### src/rtl/prog_seq_pkg.sv
// prog_seq_pkg
// Shared types and default constants for the program sequencer.
//   seq_state_t     : sequencer FSM state encoding
//   CW_DEFAULT      : default cycle-count width
//   TIMEOUT_DEFAULT : default watchdog limit (used only with SEQ_TIMEOUT_EN)
package prog_seq_pkg;

    typedef enum logic [2:0] {
        IDLE,
        RST,
        START,
        RUN,
        DONE
    } seq_state_t;

    localparam int CW_DEFAULT      = 16;
    localparam int TIMEOUT_DEFAULT = 4096;

endpackage

### src/rtl/prog_sequencer_if.sv
// prog_sequencer_if
// Handshake bundle between the sequencer and the processor / host.
//   Go, Ack                      : requests into the sequencer
//   DutReset, Start, ProgSel     : processor control
//   CycleCt, CtValid             : per-program cycle count result
//   Busy, AllDone, TimedOut      : sequencer status
// Modports: master = sequencer side, slave = processor/host side.
interface prog_sequencer_if
    import prog_seq_pkg::*;
#(
    parameter int PW = 2,
    parameter int CW = CW_DEFAULT
);
    logic          Go;
    logic          Ack;
    logic          DutReset;
    logic          Start;
    logic [PW-1:0] ProgSel;
    logic [CW-1:0] CycleCt;
    logic          CtValid;
    logic          Busy;
    logic          AllDone;
    logic          TimedOut;

    modport master (
        input  Go, Ack,
        output DutReset, Start, ProgSel, CycleCt, CtValid, Busy, AllDone, TimedOut
    );

    modport slave (
        output Go, Ack,
        input  DutReset, Start, ProgSel, CycleCt, CtValid, Busy, AllDone, TimedOut
    );
endinterface

### src/rtl/sat_counter.sv
// sat_counter
// Up-counter with synchronous clear, enable and saturation at all-ones.
//   clk, rst_n : clock, async active-low reset
//   clr        : synchronous clear (wins over en)
//   en         : count enable
//   limit      : terminal-count compare value
//   count      : current value
//   tc         : high while count == limit
module sat_counter #(
    parameter int CW = 16
) (
    input  logic          clk,
    input  logic          rst_n,
    input  logic          clr,
    input  logic          en,
    input  logic [CW-1:0] limit,
    output logic [CW-1:0] count,
    output logic          tc
);

    always_ff @(posedge clk or negedge rst_n) begin
        if (!rst_n)
            count <= '0;
        else if (clr)
            count <= '0;
        else if (en && (count != '1))
            count <= count + CW'(1);
    end

    assign tc = (count == limit);

endmodule

### src/rtl/prog_sequencer.sv
// prog_sequencer
// Runs programs 0..NUM_PROGS-1 back to back on the processor: holds it in
// reset while idle, pulses Start for START_CYCLES per program, waits for Ack
// and reports each program's RUN cycle count.
//   Clk    : clock, posedge
//   Reset  : asynchronous active-low reset
//   io     : prog_sequencer_if.master (Go/Ack in; control and status out)
// Optional feature macro: SEQ_TIMEOUT_EN enables the RUN watchdog
// (TIMEOUT_CYCLES); without it TimedOut is tied low.
module prog_sequencer
    import prog_seq_pkg::*;
#(
    parameter int NUM_PROGS      = 3,
    parameter int PW             = 2,
    parameter int START_CYCLES   = 2,
    parameter int CW             = CW_DEFAULT,
    parameter int TIMEOUT_CYCLES = TIMEOUT_DEFAULT
) (
    input  logic              Clk,
    input  logic              Reset,
    prog_sequencer_if.master  io
);

    localparam logic [PW-1:0] LAST_PROG  = PW'(NUM_PROGS - 1);
    localparam logic [CW-1:0] START_LAST = CW'(START_CYCLES - 1);
`ifdef SEQ_TIMEOUT_EN
    localparam logic [CW-1:0] RUN_LIMIT  = CW'(TIMEOUT_CYCLES - 1);
`else
    localparam logic [CW-1:0] RUN_LIMIT  = '1;
`endif

    generate
        if (NUM_PROGS < 1 || NUM_PROGS > (1 << PW) || START_CYCLES < 1 ||
            TIMEOUT_CYCLES <= 1) begin : g_bad_params
            $error("prog_sequencer: parameter out of range");
        end
    endgenerate

    seq_state_t    state;
    logic [CW-1:0] count;
    logic [CW-1:0] limit;
    logic          tc;
    logic          cnt_clr;
    logic          cnt_en;
    logic          wd_rst;   // one-cycle DutReset pulse after a watchdog abort

    // One counter serves both the START window and the RUN count; it is
    // cleared on every transition into START or RUN so each phase begins at 0.
    assign limit   = (state == START) ? START_LAST : RUN_LIMIT;
    assign cnt_clr = !(state inside {START, RUN}) ||
                     (state == START && tc) ||
                     (state == RUN && io.Ack);
    assign cnt_en  = (state == START) || (state == RUN && !io.Ack);

    sat_counter #(.CW(CW)) u_cnt (
        .clk   (Clk),
        .rst_n (Reset),
        .clr   (cnt_clr),
        .en    (cnt_en),
        .limit (limit),
        .count (count),
        .tc    (tc)
    );

    always_ff @(posedge Clk or negedge Reset) begin
        if (!Reset) begin
            state       <= IDLE;
            io.ProgSel  <= '0;
            io.CycleCt  <= '0;
            io.CtValid  <= 1'b0;
            io.TimedOut <= 1'b0;
`ifdef SEQ_TIMEOUT_EN
            wd_rst      <= 1'b0;
`endif
        end else begin
            io.CtValid <= 1'b0;
            case (state)
                IDLE: if (io.Go) begin
                    state       <= RST;
                    io.ProgSel  <= '0;
                    io.TimedOut <= 1'b0;
                end
                RST:   state <= START;
                START: if (tc) state <= RUN;
                RUN: begin
`ifdef SEQ_TIMEOUT_EN
                    if (wd_rst) begin
                        wd_rst <= 1'b0;
                        state  <= DONE;
                    end else
`endif
                    if (io.Ack) begin
                        io.CycleCt <= count;
                        io.CtValid <= 1'b1;
                        if (io.ProgSel == LAST_PROG) begin
                            state <= DONE;
                        end else begin
                            io.ProgSel <= io.ProgSel + PW'(1);
                            state      <= START;
                        end
                    end
`ifdef SEQ_TIMEOUT_EN
                    else if (tc) begin
                        // Hung program: report the limit, reset the processor
                        // for one cycle and skip the remaining programs.
                        io.CycleCt  <= count;
                        io.CtValid  <= 1'b1;
                        io.TimedOut <= 1'b1;
                        wd_rst      <= 1'b1;
                    end
`endif
                end
                DONE:    if (!io.Go) state <= IDLE;
                default: state <= IDLE;
            endcase
        end
    end

`ifndef SEQ_TIMEOUT_EN
    assign wd_rst = 1'b0;
`endif

    assign io.DutReset = (state == IDLE) || (state == RST) || wd_rst;
    assign io.Start    = (state == START);
    assign io.Busy     = state inside {RST, START, RUN};
    assign io.AllDone  = (state == DONE);

endmodule
### src/flat_wrapper.sv
// flat-port wrapper written by rule: the top's interface ports become plain ports
module prog_sequencer_flat import prog_seq_pkg::*;
#(
    parameter int NUM_PROGS      = 3,
    parameter int PW             = 2,
    parameter int START_CYCLES   = 2,
    parameter int CW             = CW_DEFAULT,
    parameter int TIMEOUT_CYCLES = TIMEOUT_DEFAULT
)
  (Clk, Reset, io_Go, io_Ack, io_DutReset, io_Start, io_ProgSel, io_CycleCt, io_CtValid, io_Busy, io_AllDone, io_TimedOut);
  prog_sequencer_if #(.PW(PW), .CW(CW)) io_i ();
  input  logic Clk;
  input  logic Reset;
  input wire logic [$bits(io_i.Go)-1:0] io_Go;
  input wire logic [$bits(io_i.Ack)-1:0] io_Ack;
  output wire logic [$bits(io_i.DutReset)-1:0] io_DutReset;
  output wire logic [$bits(io_i.Start)-1:0] io_Start;
  output wire logic [$bits(io_i.ProgSel)-1:0] io_ProgSel;
  output wire logic [$bits(io_i.CycleCt)-1:0] io_CycleCt;
  output wire logic [$bits(io_i.CtValid)-1:0] io_CtValid;
  output wire logic [$bits(io_i.Busy)-1:0] io_Busy;
  output wire logic [$bits(io_i.AllDone)-1:0] io_AllDone;
  output wire logic [$bits(io_i.TimedOut)-1:0] io_TimedOut;
  assign io_i.Go = io_Go;
  assign io_i.Ack = io_Ack;
  assign io_DutReset = io_i.DutReset;
  assign io_Start = io_i.Start;
  assign io_ProgSel = io_i.ProgSel;
  assign io_CycleCt = io_i.CycleCt;
  assign io_CtValid = io_i.CtValid;
  assign io_Busy = io_i.Busy;
  assign io_AllDone = io_i.AllDone;
  assign io_TimedOut = io_i.TimedOut;
  prog_sequencer #(.NUM_PROGS(NUM_PROGS), .PW(PW), .START_CYCLES(START_CYCLES), .CW(CW), .TIMEOUT_CYCLES(TIMEOUT_CYCLES)) u_core (.Clk(Clk), .Reset(Reset), .io(io_i));
endmodule
### config.mk
export PLATFORM = sky130hd
export DESIGN_NAME = prog_sequencer_flat
export DESIGN_NICKNAME = d
export VERILOG_FILES = /design/src/rtl/prog_seq_pkg.sv /design/src/rtl/prog_sequencer_if.sv /design/src/rtl/sat_counter.sv /design/src/rtl/prog_sequencer.sv /design/src/flat_wrapper.sv
export SDC_FILE = /design/constraint.sdc
export NUM_CORES = 1
export LEC_CHECK = 0
export BUFFER_PORTS_ARGS = -buffer_cell sky130_fd_sc_hd__buf_2
export CORE_MARGIN = 10
export CORE_UTILIZATION = 35
export DETAILED_ROUTE_END_ITERATION = 8
export GPL_ROUTABILITY_DRIVEN = 0
export PLACE_DENSITY_LB_ADDON = 0.25
export SLEW_MARGIN = 5
export SYNTH_ARGS = -nofsm -noshare
export SYNTH_HDL_FRONTEND = slang
export SYNTH_SLANG_ARGS = --single-unit
### constraint.sdc
create_clock -name Clk -period 5.25 [get_ports Clk]
set_input_delay 0.7875 -clock Clk [delete_from_list [all_inputs] [get_ports Clk]]
set_output_delay 0.7875 -clock Clk [all_outputs]
set_load 0.02 [all_outputs]
==> results.txt <==
Clock transition at path regs = 70 ps
hold depth = 1
PwrDens = 402 mW/mm2
Avg Cell Area, Syn = 11.0 um2
Static Leak = 1.00 nW
root buf cell = clkbuf_8
GRT Total Usage = 10.3%
slowest CP cell = dfrtp_1
Max-slew headroom = 44.8%
Final nets = 205
antenna viol nets, final = 0
Fill cells = 514
Antenna diodes = 0
Die Area = 0.00888 mm2
status = complete, no violations
RSZ-0062 raised after global routing = no
worst-margin pin slew = 828 ps
CTS buffer count = 5
synthesized area = 0.00193 mm2
f_max = 0.475 GHz
r2r setup slk = 3190 ps
M1 WL = 1980 um
Worst IR Drop VDD = 325 uV
total gr overflow = 0
CTS Sinks = 38
maxcap violations = 0
cts repair resizes = 0
drt total wl = 4190 um
skew final = 9.15 ps
largest net degree at the start of global routing = 39
Crit. End Element = output pin
cts hold-fix bufs = 0
ys async rst share = 100%
Setup crit start kind = flip-flop
IO Pins = 28
CTS tree = yes
crit-path max FO = 7
Buf/Inv on CP = 1
WS Path Type = reg -> out
EDFF count, synth = 0
Final Hold Fails = 0
Max Used Layer = met4
CP cell instances = nand2b_1 -> nor2_1 -> buf_2
yosys warns = 0
Synth cell types = 44
# DRC = 0
proportion of layout cells with a drive suffix above 1 = 29.5%
Final setup viols = 0
H-tree Lvls = 2
DR WL/cell = 15.5 um
sequential fraction of the synthesis area = 49.3%
clock buffer depth = 2
vias per inst = 5.42
Hold Path Origin = u_core.io.CycleCt[9]$_DFFE_PN0P_
port buffer count = 26
Detailed Routing Iterations Pass 1 = 4
initial antenna violation count = 0
multi-input logic area = 907 um2
DR WL met2 = 1900 um
met3 WL = 270 um
Min-Delay Endpoint = u_core.io.CycleCt[9]$_DFFE_PN0P_
Die X = 94.2 um
Post-synth top flop = dfrtp_1
via count = 1,464
Syn Inst Count = 175
site row count = 26
register area = 951 um2
clock latency on the worst-skew pair = 290 ps
Crit path max-delay family = flip-flops
syn_nets = 181
die height = 94.2 um
Worst EP arrival = 1320 ps
vias in the first global route = 1,462
post-CTS setup buffer count = 0
final worst path period need = 2110 ps
slowest cell delay on critical path = 440 ps
Slew Limit Fails = 0
dpl hpwl = 3020 um
Worst R2R End = u_core.io.CycleCt[12]$_DFFE_PN0P_
FF-to-FF Start = u_core.state[1]$_DFFE_PN0P_
final setup TNS = 0 ps
fin crit share = 40.1%
Hold WS = 499 ps
Syn-to-layout area delta = 13.6%
initial DRC count = 47
Initial Util = 36.8%
min-delay worst type = reg -> reg
Core Footprint = 0.00524 mm2
R2R cell count = 3
global-route wire length before repair = 7360 um
flops & latches, synth = 38
Crit path required time = 4460 ps
worst max-delay path by stage:
stage                                      from                            endpoint  cells after the start
floorplan                                io_Ack  u_core.u_cnt.count[10]$_DFFE_PN0P_                      5
global placement                         io_Ack  u_core.u_cnt.count[15]$_DFFE_PN0P_                      5
detailed placement                       io_Ack  u_core.u_cnt.count[15]$_DFFE_PN0P_                      5
CTS                 u_core.state[2]$_DFFE_PN0P_                            io_Start                      3
global route        u_core.state[2]$_DFFE_PN0P_                            io_Start                      3
finish              u_core.state[2]$_DFFE_PN0P_                            io_Start                      3
placed cells by master (no fill, tap or decap), types with 2 or more instances in the layout:
master	instances
nor4_1	3
ha_1	2
and3_1	3
nand4_1	5
buf_2	26
nand2_1	8
and2_1	8
or3_1	4
dfrtp_1	38
mux2_2	19
a311oi_1	3
nor2_1	7
or4_1	3
a21oi_1	11
inv_1	4
o31ai_1	3
clkbuf_8	6
a211oi_1	4
a31oi_1	5
o21ai_0	3
nand3_1	8
and4_1	3
nor2b_1	2
through the flow:
| step | std cells | power (W) | setup WS, ps | instance area (um2) | util, % |
|---|---|---|---|---|---|
| after floorplan | 175 | 0.000595 | 3270 | 1930 | - |
| after global placement | 262 | 0.000683 | 3150 | 2100 | 40.1 |
| after detailed placement | 262 | 0.000685 | 3150 | 2100 | 40.1 |
| after CTS | 270 | 0.000895 | 3130 | 2190 | 41.8 |
| after global routing | 270 | 0.000947 | 3000 | 2190 | 41.8 |
| final | 270 | 0.000881 | 3140 | 2190 | 41.8 |
cells by family after synthesis:
family | count (synthesis) | share of synthesized area [%]
compound gates | 39 | 13.9
fa+ha+maj | 2 | 1.30
buf+inv | 14 | 3.63
flops | 38 | 49.3
mux | 19 | 11.1
other cells | 1 | 0.194
simple gates | 62 | 20.6
routing by layer:
layer,up-vias,track usage [%]
li1,712,-
met1,715,12.5
met2,32,16.0
met3,5,4.24
met4,0,3.80
met5,-,0
cell type report:
cell class | count | share of cell area [%]
sequential | 38 | 43.4
multi-input combinational | 123 | 41.4
timing repair buffer | 27 | 6.29
tap | 70 | 4.00
clock buffer | 7 | 3.94
inverter | 4 | 0.686
clock inverter | 1 | 0.229
report_power, final:
group          switching, W  internal (W)  total [W]  leakage, nW
combinational      0.000188      0.000117   0.000305        0.434
sequential        0.0000442      0.000328   0.000372        0.518
clock             0.0000984      0.000106   0.000204       0.0482
cell usage after synthesis, drive strengths merged, types with 4 or more instances:
cell    number  area (um2)
a211oi       4        30.0
a21oi       12        63.8
a31oi        5        31.3
and2         8        50.1
buf          7        40.0
dfrtp       38         951
inv          4        15.0
mux2        19         214
nand2        8        30.0
nand3        9        50.1
nand4        6        52.6
nor2         7        26.3
or3          4        25.0
or4          4        33.8
state kept, by name (all words and copies together) (netlist names):
name                count
u_core.io.ProgSel       2
u_core.u_cnt.count     16
u_core.io.CtValid       1
u_core.state            3
u_core.io.CycleCt      16
No activity file was read; power rests on OpenSTA's default activity.
